## src/rtl/uart_host_tx.sv

```systemverilog
// Host-side 8N1 serial transmitter: byte FIFO, baud generator and frame serialiser with CTS flow control.
// Define UART_HOST_PARITY_EN to insert an even-parity bit between the data bits and the stop bit.
module uart_host_tx #(
    parameter int BAUD_DIV = 868,
    parameter int FIFO_AW  = 4
) (
    input  logic             clk,
    input  logic             rst,
    input  logic             clk_ena,
    input  logic [7:0]       wr_data,
    input  logic             wr_valid,
    output logic             wr_ready,
    input  logic             cts_n,
    output logic             txd,
    output logic             tx_busy,
    output logic [FIFO_AW:0] fifo_count,
    output logic             overflow
);
    localparam int DEPTH = 1 << FIFO_AW;
    localparam int CW    = $clog2(BAUD_DIV);

    localparam logic [CW-1:0]      BAUD_LAST = CW'(BAUD_DIV - 1);
    localparam logic [CW-1:0]      BAUD_ONE  = CW'(1);
    localparam logic [FIFO_AW:0]   CNT_FULL  = (FIFO_AW + 1)'(DEPTH);
    localparam logic [FIFO_AW:0]   CNT_ONE   = (FIFO_AW + 1)'(1);
    localparam logic [FIFO_AW-1:0] PTR_ONE   = FIFO_AW'(1);

    typedef enum logic [2:0] {
        ST_IDLE   = 3'd0,
        ST_START  = 3'd1,
        ST_DATA   = 3'd2,
`ifdef UART_HOST_PARITY_EN
        ST_PARITY = 3'd3,
`endif
        ST_STOP   = 3'd4
    } state_t;

`ifdef UART_HOST_PARITY_EN
    function automatic logic even_parity(input logic [7:0] d);
        return ^d;
    endfunction
`endif

    logic [7:0]         mem_r [DEPTH];
    logic [FIFO_AW-1:0] wr_ptr_r, rd_ptr_r;
    logic [FIFO_AW:0]   count_r;
    logic               overflow_r;
    state_t             state_r, state_s;
    logic [CW-1:0]      baud_r, baud_s;
    logic [2:0]         bit_r, bit_s;
    logic [7:0]         data_r, data_s;
    logic               txd_r, txd_s;
    logic               busy_r, busy_s;
    logic               pop_s;
    logic               push_s;

    assign wr_ready   = (count_r != CNT_FULL);
    assign push_s     = wr_valid & wr_ready;
    assign txd        = txd_r;
    assign tx_busy    = busy_r;
    assign fifo_count = count_r;
    assign overflow   = overflow_r;

    // FIFO storage; contents need no reset because the pointers define validity.
    always_ff @(posedge clk) begin
        if (!rst && clk_ena && push_s) begin
            mem_r[wr_ptr_r] <= wr_data;
        end
    end

    // Next-state, baud counter and next line value; txd is computed one cycle ahead so it leaves a flop.
    always_comb begin
        state_s = state_r;
        baud_s  = baud_r;
        bit_s   = bit_r;
        data_s  = data_r;
        txd_s   = txd_r;
        busy_s  = busy_r;
        pop_s   = 1'b0;
        case (state_r)
            ST_IDLE: begin
                txd_s  = 1'b1;
                busy_s = 1'b0;
                if ((count_r != '0) && !cts_n) begin
                    pop_s   = 1'b1;
                    data_s  = mem_r[rd_ptr_r];
                    baud_s  = BAUD_LAST;
                    state_s = ST_START;
                    txd_s   = 1'b0;
                    busy_s  = 1'b1;
                end else begin
                    baud_s = '0;
                end
            end
            ST_START: begin
                busy_s = 1'b1;
                txd_s  = 1'b0;
                if (baud_r == '0) begin
                    state_s = ST_DATA;
                    baud_s  = BAUD_LAST;
                    bit_s   = 3'd0;
                    txd_s   = data_r[0];
                end else begin
                    baud_s = baud_r - BAUD_ONE;
                end
            end
            ST_DATA: begin
                busy_s = 1'b1;
                txd_s  = data_r[bit_r];
                if (baud_r == '0) begin
                    baud_s = BAUD_LAST;
                    if (bit_r == 3'd7) begin
`ifdef UART_HOST_PARITY_EN
                        state_s = ST_PARITY;
                        txd_s   = even_parity(data_r);
`else
                        state_s = ST_STOP;
                        txd_s   = 1'b1;
`endif
                    end else begin
                        bit_s = bit_r + 3'd1;
                        txd_s = data_r[bit_r + 3'd1];
                    end
                end else begin
                    baud_s = baud_r - BAUD_ONE;
                end
            end
`ifdef UART_HOST_PARITY_EN
            ST_PARITY: begin
                busy_s = 1'b1;
                txd_s  = even_parity(data_r);
                if (baud_r == '0) begin
                    state_s = ST_STOP;
                    baud_s  = BAUD_LAST;
                    txd_s   = 1'b1;
                end else begin
                    baud_s = baud_r - BAUD_ONE;
                end
            end
`endif
            ST_STOP: begin
                busy_s = 1'b1;
                txd_s  = 1'b1;
                if (baud_r == '0) begin
                    state_s = ST_IDLE;
                    baud_s  = '0;
                    busy_s  = 1'b0;
                end else begin
                    baud_s = baud_r - BAUD_ONE;
                end
            end
            default: begin
                state_s = ST_IDLE;
                baud_s  = '0;
                txd_s   = 1'b1;
                busy_s  = 1'b0;
            end
        endcase
    end

    // Control, FIFO bookkeeping and output registers; everything holds while clk_ena is low.
    always_ff @(posedge clk) begin
        if (rst) begin
            state_r    <= ST_IDLE;
            baud_r     <= '0;
            bit_r      <= 3'd0;
            data_r     <= 8'h00;
            txd_r      <= 1'b1;
            busy_r     <= 1'b0;
            wr_ptr_r   <= '0;
            rd_ptr_r   <= '0;
            count_r    <= '0;
            overflow_r <= 1'b0;
        end else if (clk_ena) begin
            state_r <= state_s;
            baud_r  <= baud_s;
            bit_r   <= bit_s;
            data_r  <= data_s;
            txd_r   <= txd_s;
            busy_r  <= busy_s;
            if (push_s) begin
                wr_ptr_r <= wr_ptr_r + PTR_ONE;
            end
            if (pop_s) begin
                rd_ptr_r <= rd_ptr_r + PTR_ONE;
            end
            case ({push_s, pop_s})
                2'b10:   count_r <= count_r + CNT_ONE;
                2'b01:   count_r <= count_r - CNT_ONE;
                default: count_r <= count_r;
            endcase
            // A write refused for lack of space is lost; remember that it happened.
            if (wr_valid && !wr_ready) begin
                overflow_r <= 1'b1;
            end
        end
    end
endmodule

```

## config.mk

```make
export PLATFORM = sky130hd
export DESIGN_NAME = uart_host_tx
export DESIGN_NICKNAME = d
export VERILOG_FILES = /design/src/rtl/uart_host_tx.sv
export SDC_FILE = /design/constraint.sdc
export NUM_CORES = 1
export LEC_CHECK = 0
export BUFFER_PORTS_ARGS = -buffer_cell sky130_fd_sc_hd__buf_4
export CORE_MARGIN = 2
export CORE_UTILIZATION = 55
export DETAILED_ROUTE_END_ITERATION = 8
export PLACE_DENSITY = 0.72
export SETUP_SLACK_MARGIN = 0.3
export SYNTH_ARGS = -nofsm -noshare
export SYNTH_HDL_FRONTEND = slang
export SYNTH_SLANG_ARGS = --single-unit
```

## constraint.sdc

```tcl
create_clock -name clk -period 5.5 [get_ports clk]
set_clock_uncertainty 0.15 [all_clocks]
set_input_delay 0 -clock clk [delete_from_list [all_inputs] [get_ports clk]]
set_output_delay 0 -clock clk [all_outputs]
set_load 0.02 [all_outputs]
```

==> summary.txt, run 1 <==
Outcome
  • Status: complete, no violations

STA
  • Fin crit share: 58.38%
  • Final WS setup: about 2.3 ns
  • Final setup fails: 0
  • Max-slew headroom: 19.40%
  • Hold Fails Final Rpt: 0
  • Final setup TNS: 0 ns
  • Slew Limit Fails: 0
  • Worst-margin pin slew: 1.200 ns
  • Minimum clock period: around 3.2 ns
  • Max Freq: 311.4 MHz
  • Hold WS: around 0.31 ns
  • RSZ-0062 raised after global routing: false

CTS
  • CTS tree: built
  • Clk Latency, worst-skew pair: 0.42 ns
  • Worst-path clk slew: around 0.060 ns
  • Post-CTS Setup Bufs: 0
  • Cts bufs inserted: 17
  • H-tree depth: 4
  • # clock sinks: roughly 170
  • Clock Path Buffers: 2
  • Cts repair resizes: 0
  • Clock root buffer: clkbuf_16
  • Hold buffers post-CTS: 12

Yosys
  • Post-synth EDFFs: 128
  • Yosys warning total: 0
  • Post-synthesis async set-or-reset flop share: 0%
  • Synth Instances: around 520
  • Post-Syn Area: about 0.0073 mm²
  • Synth Net Count: 548
  • Post-synthesis register bit count: 168
  • Average size of a mapped cell: 14.05 µm²
  • Seq/Total Area, Yosys: 63.31%
  • Synth Flop Type: edfxtp_1
  • Synth cell types: 59

Global route
  • Total gr overflow: 0
  • Largest net degree at the start of global routing: 39
  • Vias in the first global route: approximately 4,500
  • Global-route wire length before repair: 23.77 mm
  • Antenna violations before repair: 0
  • GRT Resource Usage Total: between 20% and 30%

Power and ir drop
  • Logic gate share of total power: 10.0%
  • Overall Power: 3.166 mW
  • Lkg Pwr: 2.774 nW
  • Flop pwr share: between 40% and 50%
  • Cell-internal power: 2.478 mW
  • Switching part of the total: between 20% and 30%
  • VDD IR max: 0.2664 mV
  • Clk pwr share: 44.7%
  • Power per cell area: ~380 mW/mm²
  • P_sw: 688.8 µW

Detailed routing
  • First DRT Iteration DRCs: 332
  • DRC: 0
  • Post-Route WL: 15.02 mm
  • DR pass1 iterations: 5
  • Vias per cell: around 6
  • Antenna Nets Post-Route: 0
  • Vias: 4,415
  • Wirelength per Cell: 20.47 µm

Finish
  • # fillers: 961
  • Layout cell share with drive strength beyond 1: 19.35%
  • Post-route cell area: between 0.008 and 0.009 mm²
  • # nets final: 571
  • Ant diodes: 0
  • Layout area overhead: 14.60%

Place
  • Post-Place Worst Slack: 2.322 ns
  • Post-DP HPWL: 9.627 mm
  • DP Area: 0.007580 mm²
  • Port bufs: 21
  • Gp weighted congestion: ~0.83

Floorplanning
  • Starting Density: 55.84%
  • Num rows: 42
  • Die Y: roughly 120 µm
  • Core box area: between 0.01 and 0.015 mm²
  • Die width: 119.5 µm
  • Ports: 22
  • Die Area: ~0.014 mm²

Worst hold path
  • Hold WC Path Type: in2reg

Worst setup path
  • Required @ worst endpoint: 5.66 ns
  • Worst Path Arrival: 3.37 ns
  • CP Max Fanout: 11
  • Setup crit end kind: flop
  • Element type at the critical path start: flop
  • Worst setup path category: reg2reg

Job
  • Max-cap check violation count: 0
[critical path, cell delays in order (launching register included)]
cell and delay, ns:
dfxtp_1 0.42, or4_4 0.58, a21oi_2 0.24, ha_1 0.41
xor2_1 0.18, ha_1 0.21, nor2_1 0.06, nor3b_1 0.17
o21ai_0 0.11, a31oi_1 0.21, mux2_2 0.35
[power by group through the flow]
stage | combinational (mW) | sequential [mW] | clock, mW
6_report | 0.316 | 1.44 | 1.42
5_1_grt | 0.350 | 1.44 | 1.47
4_1_cts | 0.318 | 1.44 | 1.43
3_5_place_dp | 0.310 | 1.46 | 0
3_3_place_gp | 0.303 | 1.46 | 0
2_1_floorplan | 0.253 | 1.44 | 0
[sequential cells by signal, indices dropped and copies added, names as in the netlist]
register and cells:
bit_r 3, txd 1, mem_r 128, fifo_count 5, tx_busy 1, overflow 1, baud_r 10, rd_ptr_r 4
data_r 8, state_r 3, wr_ptr_r 4
[per-layer routing]
metal	vias up	share of wire, %	routed length, µm	GRT usage, %
met5	-	0	0	0
met4	0	2.8	416	9.779
met3	31	5.4	813	4.468
met2	127	50	7582	37.64
met1	2208	41	6210	28.18
li1	2049	-	-	-
[worst paths after layout]
path                         to       start  cells after the start  slack [ns]
hold / removal     mem_r[12][2]  wr_data[2]                      2        0.31
setup reg to reg  fifo_count[4]  state_r[2]                     10        2.29
hold reg to reg        overflow    overflow                      2        0.35
setup / recovery  fifo_count[4]  state_r[2]                     10        2.29
[final cells by class]
| type | count | area [µm²] | area share (%) |
|---|---|---|---|
| Multi-Input combinational cell | 310 | 2492 | 29.65 |
| Clock buffer | 19 | 432.9 | 5.150 |
| Tap cell | 176 | 220.2 | 2.619 |
| Clock inverter | 13 | 274.0 | 3.259 |
| Inverter | 13 | 48.80 | 0.5804 |
| Sequential cell | 168 | 4646 | 55.26 |
| Timing Repair Buffer | 35 | 292.8 | 3.483 |
[Yosys cell counts (all sizes together) (6+ instances only)]
library cell,number,area (µm²)
clkbuf,14,52.55
nor2,47,178.9
xor2,9,78.83
mux2,8,90.09
o21ai,19,95.09
nand2b,7,43.79
nor2b,12,75.07
a211oi,7,52.55
ha,13,162.7
a22oi,6,45.04
mux4,27,608.1
a21oi,22,113.9
mux2i,6,60.06
or3,6,37.54
dfxtp,40,800.8
a31oi,8,50.05
inv,13,48.80
nand2,28,105.1
buf,17,97.58
nand3,9,45.04
edfxtp,128,3844
nor3,8,40.04
o22ai,6,37.54
[logic make-up after synthesis]
| kind of cell | count (synthesis) | share of synthesized area (%) |
|---|---|---|
| flip-flops | 168 | 63.31 |
| XOR/XNOR | 14 | 1.672 |
| buffers and inverters | 44 | 2.712 |
| adder cells (fa/ha/maj) | 13 | 2.217 |
| multiplexers | 41 | 10.34 |
| AO/OA/AOI/OAI | 97 | 9.091 |
| AND/OR/NAND/NOR | 145 | 10.66 |
[cells in the final DEF, fill, tap and decap left out, types with 3 or more instances in the layout]
master | Yosys | final
a2111oi_0 | 4 | 4
a211oi_1 | 7 | 7
a21oi_1 | 21 | 21
a221oi_1 | 3 | 3
a22oi_1 | 6 | 6
a311oi_1 | 4 | 4
a31o_2 | 3 | 3
a31oi_1 | 8 | 8
buf_4 | 2 | 23
bufinv_16 | 0 | 8
clkbuf_16 | 0 | 17
dfxtp_1 | 40 | 39
dlygate4sd3_1 | 0 | 12
edfxtp_1 | 128 | 128
ha_1 | 13 | 13
inv_1 | 13 | 13
mux2_2 | 8 | 8
mux2i_1 | 6 | 6
mux4_2 | 27 | 27
nand2_1 | 28 | 28
nand2b_1 | 7 | 7
nand3_1 | 9 | 9
nand3b_1 | 5 | 5
nor2_1 | 46 | 46
nor2b_1 | 12 | 12
nor3_1 | 8 | 8
nor4b_1 | 3 | 3
o2111ai_1 | 3 | 3
o21ai_0 | 19 | 19
o22ai_1 | 6 | 6
or2_2 | 3 | 3
or3_1 | 6 | 6
xnor2_1 | 5 | 5
xor2_1 | 9 | 9
[stage by stage]
step / cells / utilization [%]
2_1_floorplan: 522 / -
3_3_place_gp: 690 / 57.70
3_5_place_dp: 690 / 57.70
4_1_cts: 734 / 63.99
5_1_grt: 734 / 63.99
6_report: 734 / 63.99
Note: power is estimated with default switching activity, not from simulation.
==> run 2: changes to the inputs <==
- clock period: 5.5 -> 3.35 ns (I/O delays scaled with it)
==> summary.txt, run 2 (synthesis gave the netlist of run 1 again) <==
Finish
  • Top reg by flops: mem_r
  • Post-route cell area: ~0.0084 mm²
  • FF/Latch Area: about 0.0046 mm²
  • # nets final: 591
  • Multi-input gate area: 0.002507 mm²
  • Fin util: 64.20%
  • # fillers: around 960
  • Largest register FFs: 128
  • Most frequent cells in the layout: edfxtp_1 (128), nor2_1 (46), buf_4 (42)
  • Layout area overhead: 14.98%
  • Ant diodes: 0
  • Fin cells: 751
  • Commonest non-fill, non-tap cell in the layout: edfxtp_1
  • Largest regs: mem_r: 128 flops, baud_r: 10 flops, data_r: 8 flops
  • Layout cell share with drive strength beyond 1: 22.43%

Detailed routing
  • Wirelength per Cell: 20.10 µm
  • First DRT Iteration DRCs: around 480
  • Antenna Nets Post-Route: 0
  • Post-Route WL: 15.10 mm
  • DR pass1 iterations: 5
  • DRC: 0
  • Vias: 4,521
  • Vias per cell: 6.020

Power and ir drop
  • Power per cell area: 564.4 mW/mm²
  • VDD IR max: 0.4742 mV
  • Lkg Pwr: 2.808 nW
  • Overall Power: 4.760 mW

Worst hold path
  • Worst hold start: wr_data[3]
  • Hold WC Path Type: in2reg

Global route
  • Largest net degree at the start of global routing: 39
  • Vias in the first global route: 4,445
  • Global-route wire length before repair: 23.77 mm
  • Total gr overflow: 0
  • Antenna violations before repair: 0
  • GRT Resource Usage Total: 22.28%

Worst setup path
  • Worst Path Arrival: 3.03 ns
  • CP Max Fanout: 6
  • Setup crit end kind: flop
  • Element type at the critical path start: flop
  • Required @ worst endpoint: around 3.5 ns
  • Reg2reg start: fifo_count[0]
  • Worst setup path category: reg2reg
  • Crit. Startpoint: fifo_count[0]

STA
  • Hold WS: 0.3173 ns
  • Hold Fails Final Rpt: 0
  • Final setup TNS: 0 ns
  • Worst-margin pin slew: 0.8694 ns
  • Slew Limit Fails: 0
  • Max-slew headroom: roughly two fifths
  • RSZ-0062 raised after global routing: false
  • Final WS setup: 0.4784 ns
  • Fin crit share: 85.72%
  • Final setup fails: 0
  • Minimum clock period: 2.872 ns
  • Max Freq: 348.2 MHz

CTS
  • Worst-path clk slew: 0.06 ns
  • Cts bufs inserted: 17
  • CTS tree: built
  • Clk Latency, worst-skew pair: 0.42 ns
  • H-tree depth: 4
  • Clock Path Buffers: 2
  • Clock root buffer: clkbuf_16
  • # clock sinks: around 170

Job
  • Max-cap check violation count: 0

Floorplanning
  • Core box area: 0.01314 mm²
  • Die width: 119.5 µm
  • Die Area: 0.01428 mm²
  • Die Y: 119.5 µm
  • Num rows: 42
  • Starting Density: 55.84%
  • Ports: 22

Place
  • Post-DP HPWL: roughly 9.8 mm
  • Placed cells: just over 700
  • Gp weighted congestion: 0.8808
  • Port bufs: 21
  • DP Area: 0.007735 mm²
  • Post-Place Worst Slack: 0.2794 ns

Outcome
  • Status: complete, no violations
## run 2: cell types whose count changed in the layout (fill, tap and decap cells not counted), moves of 2 or more
cell,before,now
inv_6,0,2
buf_4,23,42
bufinv_16,8,2
clkinvlp_4,1,3
## run 2: what timing repair did
| item | 4_1_cts | 5_1_grt |
|---|---|---|
| resized for setup | 2 | 2 |
| endpoints found under the setup margin | 1 | 1 |
| hold endpoints to repair | 166 | 0 |
| buffers inserted | 0 | 1 |
| pin swaps | 0 | 1 |
| hold buffers | 12 | 0 |
## run 2: area by class of cell
type	count	area share [%]
Sequential cell	168	55.10
Tap cell	176	2.611
Inverter	13	0.5785
Timing Repair Buffer	55	5.400
Clock buffer	18	5.088
Clock inverter	11	1.498
Multi-Input combinational cell	310	29.73
## run 2: path summary, 6_finish.rpt
kind,slack [ns],to,cells after the start
worst min-delay path,0.32,mem_r[12][3],2
worst min register to register,0.33,overflow,2
worst max-delay path,0.48,fifo_count[4],11
worst max register to register,0.48,fifo_count[4],11
## run 2: worst max-delay path, stage by stage, from the launching register on
cell and delay [ns]:
dfxtp_1 0.39, nor4_4 0.43, nand2_1 0.15, nand2_1 0.12
ha_2 0.21, xor2_1 0.16, ha_1 0.23, nor2_1 0.07
nor3b_2 0.16, o21ai_0 0.12, a31oi_1 0.21, mux2_2 0.35
## run 2: power by group
| part | leakage (nW) | switching (mW) | total, mW | internal (mW) |
|---|---|---|---|---|
| logic | 1.07 | 0.308 | 0.564 | 0.256 |
| clock network | 0.262 | 0.769 | 1.85 | 1.09 |
| registers | 1.48 | 0.0604 | 2.34 | 2.28 |
| total | 2.81 | 1.14 | 4.76 | 3.62 |
## run 2: layer usage
layer | up-vias | track usage, % | wire (µm)
met2 | 144 | 36.86 | 7482
met5 | - | 0 | 0
met1 | 2258 | 29.11 | 6415
met3 | 29 | 4.895 | 774
met4 | 0 | 8.382 | 424
li1 | 2090 | - | -
==> run 3: changes to the inputs <==
- CORE_ASPECT_RATIO: default -> 1.1
- CORE_UTILIZATION: 55 -> 38
- PLACE_DENSITY: 0.72 -> default
==> summary.txt, run 3 (synthesis gave the netlist of run 1 again) <==
Outcome
  • Status: complete, no violations

Floorplanning
  • Die Y: 149.7 µm
  • Die width: 136.5 µm
  • Ports: 22
  • Starting Density: 38.54%
  • Die Area: 0.02043 mm²
  • Num rows: 53
  • Core box area: 0.01903 mm²

Worst setup path
  • Worst setup path category: reg2reg
  • CP Max Fanout: 9
  • R2r endpoint: fifo_count[4]
  • Setup crit end kind: flop
  • Element type at the critical path start: flop
  • Reg2Reg Setup Slack: 0.46 ns
  • Worst r2r path cells: 10
  • Reg2reg start: state_r[0]
  • Worst Path Arrival: ~3 ns
  • Required @ worst endpoint: 3.51 ns

Detailed routing
  • Top layer in use: met4
  • Met2 wirelength from detailed routing: a little under 8 mm
  • Wirelength per Cell: 18.57 µm
  • Wire length on met3: 556 µm
  • DR pass1 iterations: 4
  • First DRT Iteration DRCs: 384
  • Vias per cell: 5.313
  • DRC: 0
  • Vias: 4,399
  • Met1 Wirelength: 6.759 mm
  • Post-Route WL: 15.38 mm
  • Antenna Nets Post-Route: 0

Finish
  • Ant diodes: 0
  • Fin util: between 40% and 50%
  • Layout area overhead: 16.10%
  • # nets final: around 590
  • Post-route cell area: about 0.0085 mm²
  • Most frequent cells in the layout: edfxtp_1 (128), nor2_1 (46), buf_4 (44)
  • Largest register FFs: 128
  • Layout cell share with drive strength beyond 1: 22.55%
  • Largest regs: mem_r: 128 flops, baud_r: 10 flops, data_r: 8 flops
  • Top reg by flops: mem_r
  • Fin cells: just over 800
  • Commonest non-fill, non-tap cell in the layout: edfxtp_1

Global route
  • Vias in the first global route: 4,442
  • Antenna violations before repair: 0
  • GRT Resource Usage Total: approximately 16%
  • Total gr overflow: 0
  • Global-route wire length before repair: 24.29 mm
  • Largest net degree at the start of global routing: 39

Worst hold path
  • Hold WC Path Type: in2reg
  • Min-Delay Path Depth: 2
  • Worst hold start: wr_data[0]
  • Min-Delay Endpoint: mem_r[12][0]

Power and ir drop
  • P_sw: 1.209 mW
  • Switching part of the total: between 20% and 30%
  • Cell-internal power: about 3.5 mW
  • Flop pwr share: 49.9%
  • Logic gate share of total power: 11.6%
  • Lkg Pwr: 2.828 nW
  • VDD IR max: ~0.38 mV
  • Power per cell area: 552.7 mW/mm²
  • Overall Power: roughly 4.7 mW
  • Clk pwr share: approximately two fifths

STA
  • Final setup TNS: 0 ns
  • Hold Fails Final Rpt: 0
  • Max Freq: 346.3 MHz
  • RSZ-0062 raised after global routing: false
  • Final setup fails: 0
  • Max-slew headroom: 48.66%
  • Fin crit share: roughly 86%
  • Slew Limit Fails: 0
  • Hold WS: 0.3007 ns
  • Worst-margin pin slew: ~0.77 ns
  • Minimum clock period: 2.887 ns
  • Final WS setup: 0.4627 ns

CTS
  • Cts bufs inserted: 17
  • Clock Path Buffers: 2
  • Clock root buffer: clkbuf_16
  • H-tree depth: 4
  • Post-CTS Setup Bufs: 0
  • Worst-path clk slew: 0.06 ns
  • CTS tree: built
  • # clock sinks: roughly 170
  • Clk Latency, worst-skew pair: 0.42 ns

Place
  • Post-DP HPWL: 10.22 mm
  • Gp weighted congestion: 0.8330
  • Post-Place Worst Slack: 0.3885 ns
  • DP Area: 0.007826 mm²
  • Port bufs: 21
  • Placed cells: 782

Job
  • Max-cap check violation count: 0
[run 3: critical path, cell delays in order, from the launching register on]
cell     delay, ns
dfxtp_1       0.41
or4_4         0.56
a21oi_4       0.20
ha_1          0.22
xor2_1        0.16
ha_1          0.21
nor2_1        0.06
nor3b_1       0.16
o21ai_0       0.11
a31oi_1       0.20
mux2_2        0.34
[run 3: routing by layer]
metal	track usage, %	up-vias
li1	-	2098
met1	20.41	2211
met2	27.93	79
met3	3.862	11
met4	3.958	0
met5	0	-
[run 3: how the worst max path moves through the flow]
stage                              from            end  slack [ns]  cells after the start
after floorplan           fifo_count[1]  fifo_count[4]        0.34                     13
after global placement       state_r[2]  fifo_count[4]        0.43                     10
after detailed placement     state_r[2]  fifo_count[4]        0.39                     10
after CTS                    state_r[2]  fifo_count[4]        0.37                     10
after global routing         state_r[0]  fifo_count[4]        0.30                     10
final                        state_r[0]  fifo_count[4]        0.46                     10
[run 3: final cells by class]
| class | count | area (µm²) |
|---|---|---|
| clock buffers | 18 | 429.2 |
| clock inverters | 14 | 112.6 |
| fillers | 1722 | 10520 |
| inverters | 13 | 48.80 |
| multi-input cells | 310 | 2500 |
| flip-flops and latches | 168 | 4647 |
| well taps | 247 | 309.0 |
| repair buffers | 58 | 470.5 |
[run 3: timing repair]
action	4_1_cts	5_1_grt
hold buffers	14	0
hold endpoints to repair	166	0
endpoints found under the setup margin	0	1
resized for setup	0	2
[run 3: power groups by stage]
stage                     clock, mW  sequential, mW  combinational [mW]
after CTS                      1.86            2.35               0.547
final                          1.81            2.35               0.546
after global placement            0            2.39               0.525
after floorplan                   0            2.37               0.415
after detailed placement          0            2.39               0.532
after global routing           1.93            2.36               0.603
